## config.mk

```make
export PLATFORM = sky130hd
export DESIGN_NAME = fg_fetch_responder_flat
export DESIGN_NICKNAME = d
export VERILOG_FILES = /design/src/rtl/fg_fetch_responder_if.sv /design/src/rtl/fg_fetch_responder.sv /design/src/flat_wrapper.sv
export SDC_FILE = /design/constraint.sdc
export NUM_CORES = 1
export LEC_CHECK = 0
export ABC_AREA = 1
export BUFFER_PORTS_ARGS = -buffer_cell sky130_fd_sc_hd__clkbuf_2
export CORE_MARGIN = 5
export CORE_UTILIZATION = 35
export DETAILED_ROUTE_END_ITERATION = 8
export PLACE_DENSITY = 0.59
export SKIP_CTS_REPAIR_TIMING = 1
export SLEW_MARGIN = 20
export SYNTH_ARGS = -nofsm -noshare
export SYNTH_HDL_FRONTEND = slang
export SYNTH_SLANG_ARGS = --single-unit
```

## constraint.sdc

```tcl
create_clock -name clk -period 1.6 [get_ports clk]
set_clock_uncertainty 0.2 [all_clocks]
set_input_delay 0 -clock clk [delete_from_list [all_inputs] [get_ports clk]]
set_output_delay 0 -clock clk [all_outputs]
set_load 0.01 [all_outputs]
```

## src/rtl/fg_fetch_responder_if.sv

```systemverilog
// fg_fetch_responder_if
//   Bundles the foreground-fetch signals seen by the responder:
//   - the pipeline request side: x, y, active, frame_base
//   - the SRAM arbiter read side: rd_en, addr, grant, rd_data
//   - the response side: pixel, skip, ready, drop_count
//
//   Handshake semantics:
//   - Requests are one-shot strobes. fg_pixel_request_active high on a rising
//     clock edge delivers one request, and there is no backpressure.
//   - mem_rd_en/mem_grant form a same-cycle offer. A read counts only when both
//     are high on the same edge, and an ungranted read is abandoned, not retried.
//   - mem_rd_data is valid MEM_READ_LATENCY edges after the granting edge.
//   - fg_pixel_ready is a one-cycle response strobe with no acknowledge.
//
//   Modports:
//   - slave:  the responder.
//   - master: the pipeline/arbiter environment driving it.
interface fg_fetch_responder_if #(
    parameter int PRECISION  = 11,
    parameter int ADDR_WIDTH = 19,
    parameter int PIXEL_SIZE = 16
);
    logic signed [PRECISION:0] fg_pixel_request_x;
    logic signed [PRECISION:0] fg_pixel_request_y;
    logic                      fg_pixel_request_active;
    logic [ADDR_WIDTH-1:0]     frame_base;
    logic                      mem_rd_en;
    logic [ADDR_WIDTH-1:0]     mem_addr;
    logic                      mem_grant;
    logic [PIXEL_SIZE-1:0]     mem_rd_data;
    logic [PIXEL_SIZE-1:0]     fg_pixel_in;
    logic                      fg_pixel_skip;
    logic                      fg_pixel_ready;
    logic [15:0]               drop_count;

    modport slave (
        input  fg_pixel_request_x, fg_pixel_request_y, fg_pixel_request_active,
        input  frame_base, mem_grant, mem_rd_data,
        output mem_rd_en, mem_addr, fg_pixel_in, fg_pixel_skip, fg_pixel_ready,
        output drop_count
    );

    modport master (
        output fg_pixel_request_x, fg_pixel_request_y, fg_pixel_request_active,
        output frame_base, mem_grant, mem_rd_data,
        input  mem_rd_en, mem_addr, fg_pixel_in, fg_pixel_skip, fg_pixel_ready,
        input  drop_count
    );
endinterface

```

## src/rtl/fg_fetch_responder.sv

```systemverilog
// fg_fetch_responder
//   Turns foreground pixel requests into frame-buffer SRAM reads. Every
//   response (pixel or skip) comes back exactly FOREGROUND_FETCH_CYCLE_DELAY
//   cycles after its request.
//
//   Request edge T:
//   - Bounds check and address computation are registered.
//   Cycle after T:
//   - In-bounds requests drive mem_rd_en/mem_addr.
//   - A missing grant at edge T+1 turns the request into a skip and bumps
//     drop_count.
//   - Read data is captured at edge T+1+MEM_READ_LATENCY, then delayed to meet
//     its tag at edge T+DELAY.
//
//   Ports:
//   - clk:   system clock
//   - rst_n: asynchronous active-low reset
//   - bus:   fg_fetch_responder_if.slave. It carries the request, the SRAM read
//            and the response/drop_count signals.
module fg_fetch_responder #(
    parameter int R_WIDTH                      = 5,
    parameter int G_WIDTH                      = 6,
    parameter int B_WIDTH                      = 5,
    parameter int PRECISION                    = 11,
    parameter int FG_WIDTH                     = 800,
    parameter int FG_HEIGHT                    = 600,
    parameter int ADDR_WIDTH                   = 19,
    parameter int MEM_READ_LATENCY             = 2,
    parameter int FOREGROUND_FETCH_CYCLE_DELAY = 5
) (
    input  logic                 clk,
    input  logic                 rst_n,
    fg_fetch_responder_if.slave  bus
);
    localparam int PIXEL_SIZE = R_WIDTH + G_WIDTH + B_WIDTH;
    // Tag stages after the request register. The output register is the last stage.
    localparam int TAG_DEPTH  = FOREGROUND_FETCH_CYCLE_DELAY - 1;
    // Data stages between the capture edge and the output edge.
    localparam int DATA_DEPTH = FOREGROUND_FETCH_CYCLE_DELAY - 1 - MEM_READ_LATENCY;

    localparam logic [PRECISION:0]  FG_W_C = (PRECISION+1)'(FG_WIDTH);
    localparam logic [PRECISION:0]  FG_H_C = (PRECISION+1)'(FG_HEIGHT);
    localparam logic [ADDR_WIDTH-1:0] FG_W_A = ADDR_WIDTH'(FG_WIDTH);

    // Request classification (combinational, registered at edge T).
    logic                  x_neg, y_neg, x_big, y_big, req_oob;
    logic [ADDR_WIDTH-1:0] x_a, y_a, addr_c;

    always_comb begin
        x_neg = bus.fg_pixel_request_x[PRECISION];
        y_neg = bus.fg_pixel_request_y[PRECISION];
        // Magnitude compare is only meaningful for non-negative coordinates.
        x_big = !x_neg && ($unsigned(bus.fg_pixel_request_x) >= FG_W_C);
        y_big = !y_neg && ($unsigned(bus.fg_pixel_request_y) >= FG_H_C);
        req_oob = x_neg | y_neg | x_big | y_big;
        x_a = ADDR_WIDTH'($unsigned(bus.fg_pixel_request_x));
        y_a = ADDR_WIDTH'($unsigned(bus.fg_pixel_request_y));
        addr_c = bus.frame_base + y_a * FG_W_A + x_a;
    end

    // Pipeline state.
    logic                  s1_active;
    logic                  s1_oob;
    logic [TAG_DEPTH-1:0]  tag_active;
    logic [TAG_DEPTH-1:0]  tag_skip;
    logic [PIXEL_SIZE-1:0] data_pipe [DATA_DEPTH];

    always_ff @(posedge clk or negedge rst_n) begin
        if (!rst_n) begin
            s1_active          <= 1'b0;
            s1_oob             <= 1'b0;
            bus.mem_rd_en      <= 1'b0;
            bus.mem_addr       <= '0;
            tag_active         <= '0;
            tag_skip           <= '0;
            for (int i = 0; i < DATA_DEPTH; i++) data_pipe[i] <= '0;
            bus.fg_pixel_in    <= '0;
            bus.fg_pixel_skip  <= 1'b0;
            bus.fg_pixel_ready <= 1'b0;
            bus.drop_count     <= '0;
        end else begin
            // Edge T: sample the request together with frame_base.
            s1_active     <= bus.fg_pixel_request_active;
            s1_oob        <= req_oob;
            bus.mem_rd_en <= bus.fg_pixel_request_active && !req_oob;
            if (bus.fg_pixel_request_active && !req_oob) bus.mem_addr <= addr_c;

            // Edge T+1: the grant decision is folded into the skip tag.
            tag_active[0] <= s1_active;
            tag_skip[0]   <= s1_oob | (bus.mem_rd_en & !bus.mem_grant);
            for (int i = 1; i < TAG_DEPTH; i++) begin
                tag_active[i] <= tag_active[i-1];
                tag_skip[i]   <= tag_skip[i-1];
            end

            if (bus.mem_rd_en && !bus.mem_grant && bus.drop_count != 16'hFFFF)
                bus.drop_count <= bus.drop_count + 16'd1;

            // Read data is sampled every cycle. Only slots whose tag is an
            // active non-skip request ever reach fg_pixel_in.
            data_pipe[0] <= bus.mem_rd_data;
            for (int i = 1; i < DATA_DEPTH; i++) data_pipe[i] <= data_pipe[i-1];

            // Edge T+DELAY: response.
            bus.fg_pixel_ready <= tag_active[TAG_DEPTH-1];
            bus.fg_pixel_skip  <= tag_active[TAG_DEPTH-1] & tag_skip[TAG_DEPTH-1];
            bus.fg_pixel_in    <= (tag_active[TAG_DEPTH-1] && !tag_skip[TAG_DEPTH-1])
                                  ? data_pipe[DATA_DEPTH-1] : '0;
        end
    end
endmodule
```

## src/flat_wrapper.sv

```systemverilog
// flat-port wrapper written by rule: the top's interface ports become plain ports
module fg_fetch_responder_flat 
#(
    parameter int R_WIDTH                      = 5,
    parameter int G_WIDTH                      = 6,
    parameter int B_WIDTH                      = 5,
    parameter int PRECISION                    = 11,
    parameter int FG_WIDTH                     = 800,
    parameter int FG_HEIGHT                    = 600,
    parameter int ADDR_WIDTH                   = 19,
    parameter int MEM_READ_LATENCY             = 2,
    parameter int FOREGROUND_FETCH_CYCLE_DELAY = 5
)
  (clk, rst_n, bus_fg_pixel_request_x, bus_fg_pixel_request_y, bus_fg_pixel_request_active, bus_frame_base, bus_mem_grant, bus_mem_rd_data, bus_mem_rd_en, bus_mem_addr, bus_fg_pixel_in, bus_fg_pixel_skip, bus_fg_pixel_ready, bus_drop_count);
  fg_fetch_responder_if #(.PRECISION(PRECISION), .ADDR_WIDTH(ADDR_WIDTH)) bus_i ();
  input  logic clk;
  input  logic rst_n;
  input wire logic [$bits(bus_i.fg_pixel_request_x)-1:0] bus_fg_pixel_request_x;
  input wire logic [$bits(bus_i.fg_pixel_request_y)-1:0] bus_fg_pixel_request_y;
  input wire logic [$bits(bus_i.fg_pixel_request_active)-1:0] bus_fg_pixel_request_active;
  input wire logic [$bits(bus_i.frame_base)-1:0] bus_frame_base;
  input wire logic [$bits(bus_i.mem_grant)-1:0] bus_mem_grant;
  input wire logic [$bits(bus_i.mem_rd_data)-1:0] bus_mem_rd_data;
  output wire logic [$bits(bus_i.mem_rd_en)-1:0] bus_mem_rd_en;
  output wire logic [$bits(bus_i.mem_addr)-1:0] bus_mem_addr;
  output wire logic [$bits(bus_i.fg_pixel_in)-1:0] bus_fg_pixel_in;
  output wire logic [$bits(bus_i.fg_pixel_skip)-1:0] bus_fg_pixel_skip;
  output wire logic [$bits(bus_i.fg_pixel_ready)-1:0] bus_fg_pixel_ready;
  output wire logic [$bits(bus_i.drop_count)-1:0] bus_drop_count;
  assign bus_i.fg_pixel_request_x = bus_fg_pixel_request_x;
  assign bus_i.fg_pixel_request_y = bus_fg_pixel_request_y;
  assign bus_i.fg_pixel_request_active = bus_fg_pixel_request_active;
  assign bus_i.frame_base = bus_frame_base;
  assign bus_i.mem_grant = bus_mem_grant;
  assign bus_i.mem_rd_data = bus_mem_rd_data;
  assign bus_mem_rd_en = bus_i.mem_rd_en;
  assign bus_mem_addr = bus_i.mem_addr;
  assign bus_fg_pixel_in = bus_i.fg_pixel_in;
  assign bus_fg_pixel_skip = bus_i.fg_pixel_skip;
  assign bus_fg_pixel_ready = bus_i.fg_pixel_ready;
  assign bus_drop_count = bus_i.drop_count;
  fg_fetch_responder #(.R_WIDTH(R_WIDTH), .G_WIDTH(G_WIDTH), .B_WIDTH(B_WIDTH), .PRECISION(PRECISION), .FG_WIDTH(FG_WIDTH), .FG_HEIGHT(FG_HEIGHT), .ADDR_WIDTH(ADDR_WIDTH), .MEM_READ_LATENCY(MEM_READ_LATENCY), .FOREGROUND_FETCH_CYCLE_DELAY(FOREGROUND_FETCH_CYCLE_DELAY)) u_core (.clk(clk), .rst_n(rst_n), .bus(bus_i));
endmodule
```

# After elaboration in Yosys (flattened, before gate mapping)

Index checks and enable logic that the tools add are counted.

RAM bits: 0
Output and inout port bits: 54
Bits in registers: 96
Latch bits: 0
Logic and storage cells: 37
ROM bits: 0
Input bits: 63
Memories kept: 0

Multiplexer cells: 1
Bitwise gates (word level): 6
Div/mod/pow operators: 0
Add/subtract/negate cells: 3
Shift-type cells: 0
Multipliers: 1
Equal/unequal tests: 1
Reduce and logical (&&, ||, !) cells: 11
Order comparisons: 2

Operators by type and width:

| kind                                                                    | number |
|---|---|
| 12-bit by 10-bit >= comparator with 1-bit output, second input constant | 2 |
| 19-bit by 12-bit adder with 19-bit output                               | 1 |
| 19-bit adder                                                            | 1 |
| 16-bit by 1-bit adder with 16-bit output, second input constant         | 1 |
| 16-bit 2-to-1 mux                                                       | 1 |
| 16-bit inequality test, second input constant                           | 1 |
| 12-bit by 5-bit multiplier with 14-bit output, second input constant    | 1 |
| 1-bit logical AND                                                       | 6 |
| 1-bit zero test                                                         | 5 |
| 1-bit OR                                                                | 4 |
| 1-bit AND                                                               | 2 |

# Longest topological paths before layout

Word-level depth: 6
Mapped depth: 28
Mapped depth without buffers: 28

# Worst setup path after synthesis

No wires, ideal clock.

Kind: in2reg
Start point: input port bus_fg_pixel_request_y[3]
End point: register u_core.bus.mem_addr[18]
Cell stages on the path: 22
Arrival: 3429 ps
Required time: 1283 ps
Buffers on the path: 0
Library setup time: 117 ps
Path slack: -2146 ps
Cell sequence: ha_1 > ha_1 > inv_1 > fa_1 > inv_1 > ha_1 > nand2_1 > o21ai_1 > a21oi_1 > o21ai_0 > xnor2_1 > inv_1 > ha_1 > ha_1 > nand2_1 > nor2_1 > and2_1 > nand3_1 > nand3_1 > nand3_1 > nand3_1 > nand2_1

Longest elaborated chain between the ends: 5
Elaborated cells on any way between the ends: 8
Those cells by class: 2 x add/sub; 1 x mul; 1 x order compare; 1 x bitwise; 3 x reduce/logical

RTL lines:

| item                                                 | RTL line                    | source |
|---|---|---|
| start: declaration                                   | flat_wrapper.sv:19          | `input wire logic [$bits(bus_i.fg_pixel_request_y)-1:0] bus_fg_pixel_request_y;` |
| branches (longest 5 deep; another with 19-bit adder) | --                          |  |
| end signal: assignment                               | fg_fetch_responder.sv:86    | `if (bus.fg_pixel_request_active && !req_oob) bus.mem_addr <= addr_c;` |
| end: declaration                                     | fg_fetch_responder_if.sv:39 | `output mem_rd_en, mem_addr, fg_pixel_in, fg_pixel_skip, fg_pixel_ready,` |

Parallel ways; which one is timed is not known.
A chain may end at the register's enable or synchronous reset.

# Final worst setup path

Start point: input port bus_fg_pixel_request_y[3]
End point: register u_core.bus.mem_addr[15]

Same word-level chain as after synthesis.

==> results.sh <==
export IMPL_outcome="complete, but fails checks"
export IMPL_violations="negative hold slack, negative setup slack"
export IMPL_ios=117
export IMPL_ctsHtreeMaxLevel=3
export IMPL_synth_area_mm2=0.005680
export IMPL_dieArea_mm2=0.01888
export IMPL_fin_nets=1035
export IMPL_ys_flop_type="dfrtp_1"
export IMPL_rr_worst_depth=10
export IMPL_holdPathEnd="u_core.s1_oob$_DFF_PN0_"
export IMPL_p_leak_uw=0.004582
export IMPL_p_total_uw=11280
export IMPL_grt_setup_unrepaired="yes"
export IMPL_critPathKind="primary input to register"
export IMPL_mostFrequentLayoutCell="nand2_1"
export IMPL_post_route_period_util_pct=210.2
export IMPL_antenna_found_initial=0
export IMPL_ys_types=35
export IMPL_drive_gt1_share_pct=45.66
export IMPL_grt_overflow=0
export IMPL_peakVddDrop_v=0.0007558
export IMPL_clock_sinks=96
export IMPL_hold_path_class="primary input to register"
export IMPL_yosysSeqAreaShare_pct=42.29
export IMPL_setup_viol_count_final=23
export IMPL_switching_share_pct=39.18
export IMPL_synthCells=646
export IMPL_multi_input_area_mm2=0.003827
export IMPL_drt_iter0_drc=187
export IMPL_p_comb_share_pct=56.3
export IMPL_rrSetupSlack_ns=-0.08
export IMPL_die_w_um=137.4
export IMPL_clockBufferDepth=2
export IMPL_area_delta_synth_final_pct=58.28
export IMPL_core_area_mm2=0.01589
export IMPL_grt_total_usage_pct=15.69
export IMPL_crit_fanout=4
export IMPL_fillers=1404
export IMPL_syn_num_nets=788
export IMPL_worstPathArrival_ns=3.41
export IMPL_num_rows=46
export IMPL_clk_latency_ns=0.35
export IMPL_via_count=4974
export IMPL_critPathCaptureType="register"
export IMPL_intPower_uw=6858
export IMPL_seq_area_mm2=0.002404
export IMPL_crit_start="bus_fg_pixel_request_y[3]"
export IMPL_clock_root_buffer="clkbuf_16"
export IMPL_yosys_warnings=0
export IMPL_n_antenna_cell=0
export IMPL_grt_pass1_vias=5109
export IMPL_timing_fmax_mhz=297.3
export IMPL_start_util_pct=35.76
export IMPL_tightest_slew_ns=0.4820
export IMPL_p_switching_uw=4418
export IMPL_worstReg2RegStart="u_core.bus.drop_count[0]$_DFFE_PN0P_"
export IMPL_holdPathStages=4
export IMPL_maxSlewViolCount=0
export IMPL_pwr_share_seq_pct=25.0
export IMPL_die_height_um=137.4
export IMPL_wl_mm=14.89
export IMPL_wl_per_cell_um=13.37
export IMPL_via_per_inst=4.465
export IMPL_grt_max_degree=36
export IMPL_timing_hold_ws_ns=-0.001565
export IMPL_powerDensity_mw_per_mm2=1254
export IMPL_cts_tree="yes"
export IMPL_synth_edf_count=0
export IMPL_ant_nets=0
export IMPL_cap_violations=0
export IMPL_hpwl_mm=11.83
export IMPL_start_kind="primary input"
export IMPL_grt_pass1_wl_mm=23.54
export IMPL_worstHoldStart="bus_fg_pixel_request_y[9]"
export IMPL_route_detailed_drc=0
export IMPL_mostFrequentLayoutCells="nand2_1, clkbuf_2, dfrtp_1, inv_1, buf_4"
export IMPL_cts_buffers=9
export IMPL_period_minus_slack_ns=3.363
export IMPL_drtPass1Iterations=4
export IMPL_gp_congestion=0.8733
export IMPL_required_ns=1.65
export IMPL_hold_viol=1
export IMPL_clkPwrFrac_pct=18.7
export IMPL_async_reset_ff_share_pct=100.0
export IMPL_r2r_end="u_core.bus.drop_count[14]$_DFFE_PN0P_"
export IMPL_port_buffers=116
export IMPL_ys_ff_latch=96
export IMPL_clk_pin_slew_ns=0.07
export IMPL_synth_avg_cell_area_um2=8.793
export IMPL_setup_ws_ns=-1.763
export IMPL_relSlewSlack_pct=67.87
-- cell type report --
type | instances | share of cell area (%)
clock buffer | 9 | 2.505
clock inverter | 7 | 0.8210
inverter | 116 | 5.288
multi-input combinational | 430 | 42.57
sequential | 96 | 26.73
tap | 216 | 3.006
timing repair buffer | 240 | 19.08
-- per-stage QoR --
step	setup WS [ns]	cell area [um^2]	setup TNS, ns	std cells	util, %
2_1_floorplan	-1.853	6297	-14.74	646	-
3_3_place_gp	-2.215	7861	-22.23	1070	49.49
3_5_place_dp	-2.270	7861	-22.73	1070	49.49
4_1_cts	-1.894	8160	-16.90	1086	51.37
5_1_grt	-1.926	8991	-17.68	1114	56.60
6_report	-1.763	8991	-15.35	1114	56.60
-- synth_stat cells, drive strengths merged (4+ instances only) --
master  count  area share (%)
fa         15             5.3
nand4       4            0.44
inv       115             7.6
nand2     165              11
o21ai      18             2.0
xor2       15             2.3
ha         64              14
nand3      37             3.6
nand3b      6            0.79
nor2       48             3.3
dfrtp      96              42
nor3        8            0.79
xnor2      15             2.3
a21oi      22             1.9
-- power by group through the flow --
stage	sequential (uW)	clock, uW	combinational [uW]
6_report	2820	2110	6350
5_1_grt	2860	2280	6950
4_1_cts	2820	2180	5440
3_5_place_dp	2860	0	5400
3_3_place_gp	2840	0	5350
2_1_floorplan	2950	0	3530
-- kinds of logic after synthesis --
kind of cell	Yosys count	synth area share, %
AND/OR/NAND/NOR	275	20.62
buffers and inverters	120	8.370
flip-flops	96	42.29
adder cells (fa/ha/maj)	79	19.38
AO/OA/AOI/OAI	46	4.714
XOR/XNOR	30	4.626
-- metal layers --
layer / up-vias / global-route usage (%) / share of wire [%]
li1: 2505 / - / -
met1: 2371 / 19.61 / 42
met2: 84 / 27.79 / 52
met3: 14 / 3.104 / 4.3
met4: 0 / 3.769 / 1.1
met5: - / 0 / 0
-- worst max-delay path, stage by stage --
cell and delay [ns]:
buf_2 0.15, ha_4 0.27, inv_2 0.04, ha_4 0.25, fa_1 0.44, ha_4 0.32, nand2_1 0.12, nor2_2 0.16
a21oi_2 0.08, buf_4 0.13, xor2_1 0.13, ha_1 0.31, ha_4 0.31, nand2_2 0.07, nor2_2 0.10, nand3_1 0.06
or2_1 0.23, nand2_1 0.06, nand2_1 0.05, nand3_1 0.08, nand2_1 0.05
-- sequential cells by signal, summed over array words and instances (netlist names) --
name / cells
u_core.data_pipe: 32
u_core.bus.mem_addr: 19
u_core.bus.drop_count: 16
u_core.bus.fg_pixel_in: 16
u_core.tag_active: 4
u_core.tag_skip: 4
u_core.bus.fg_pixel_ready: 1
u_core.bus.fg_pixel_skip: 1
u_core.bus.mem_rd_en: 1
u_core.s1_active: 1
u_core.s1_oob: 1
-- worst max-delay path by stage --
stage                                          end  slack (ns)  cells past startpoint
4_1_cts        u_core.bus.mem_addr[18]$_DFFE_PN0P_       -1.89                     27
2_1_floorplan  u_core.bus.mem_addr[18]$_DFFE_PN0P_       -1.85                     26
3_5_place_dp   u_core.bus.mem_addr[18]$_DFFE_PN0P_       -2.27                     27
6_report       u_core.bus.mem_addr[15]$_DFFE_PN0P_       -1.76                     21
3_3_place_gp   u_core.bus.mem_addr[17]$_DFFE_PN0P_       -2.22                     25
5_1_grt        u_core.bus.mem_addr[18]$_DFFE_PN0P_       -1.93                     29
(Power assumes the default switching activity.)
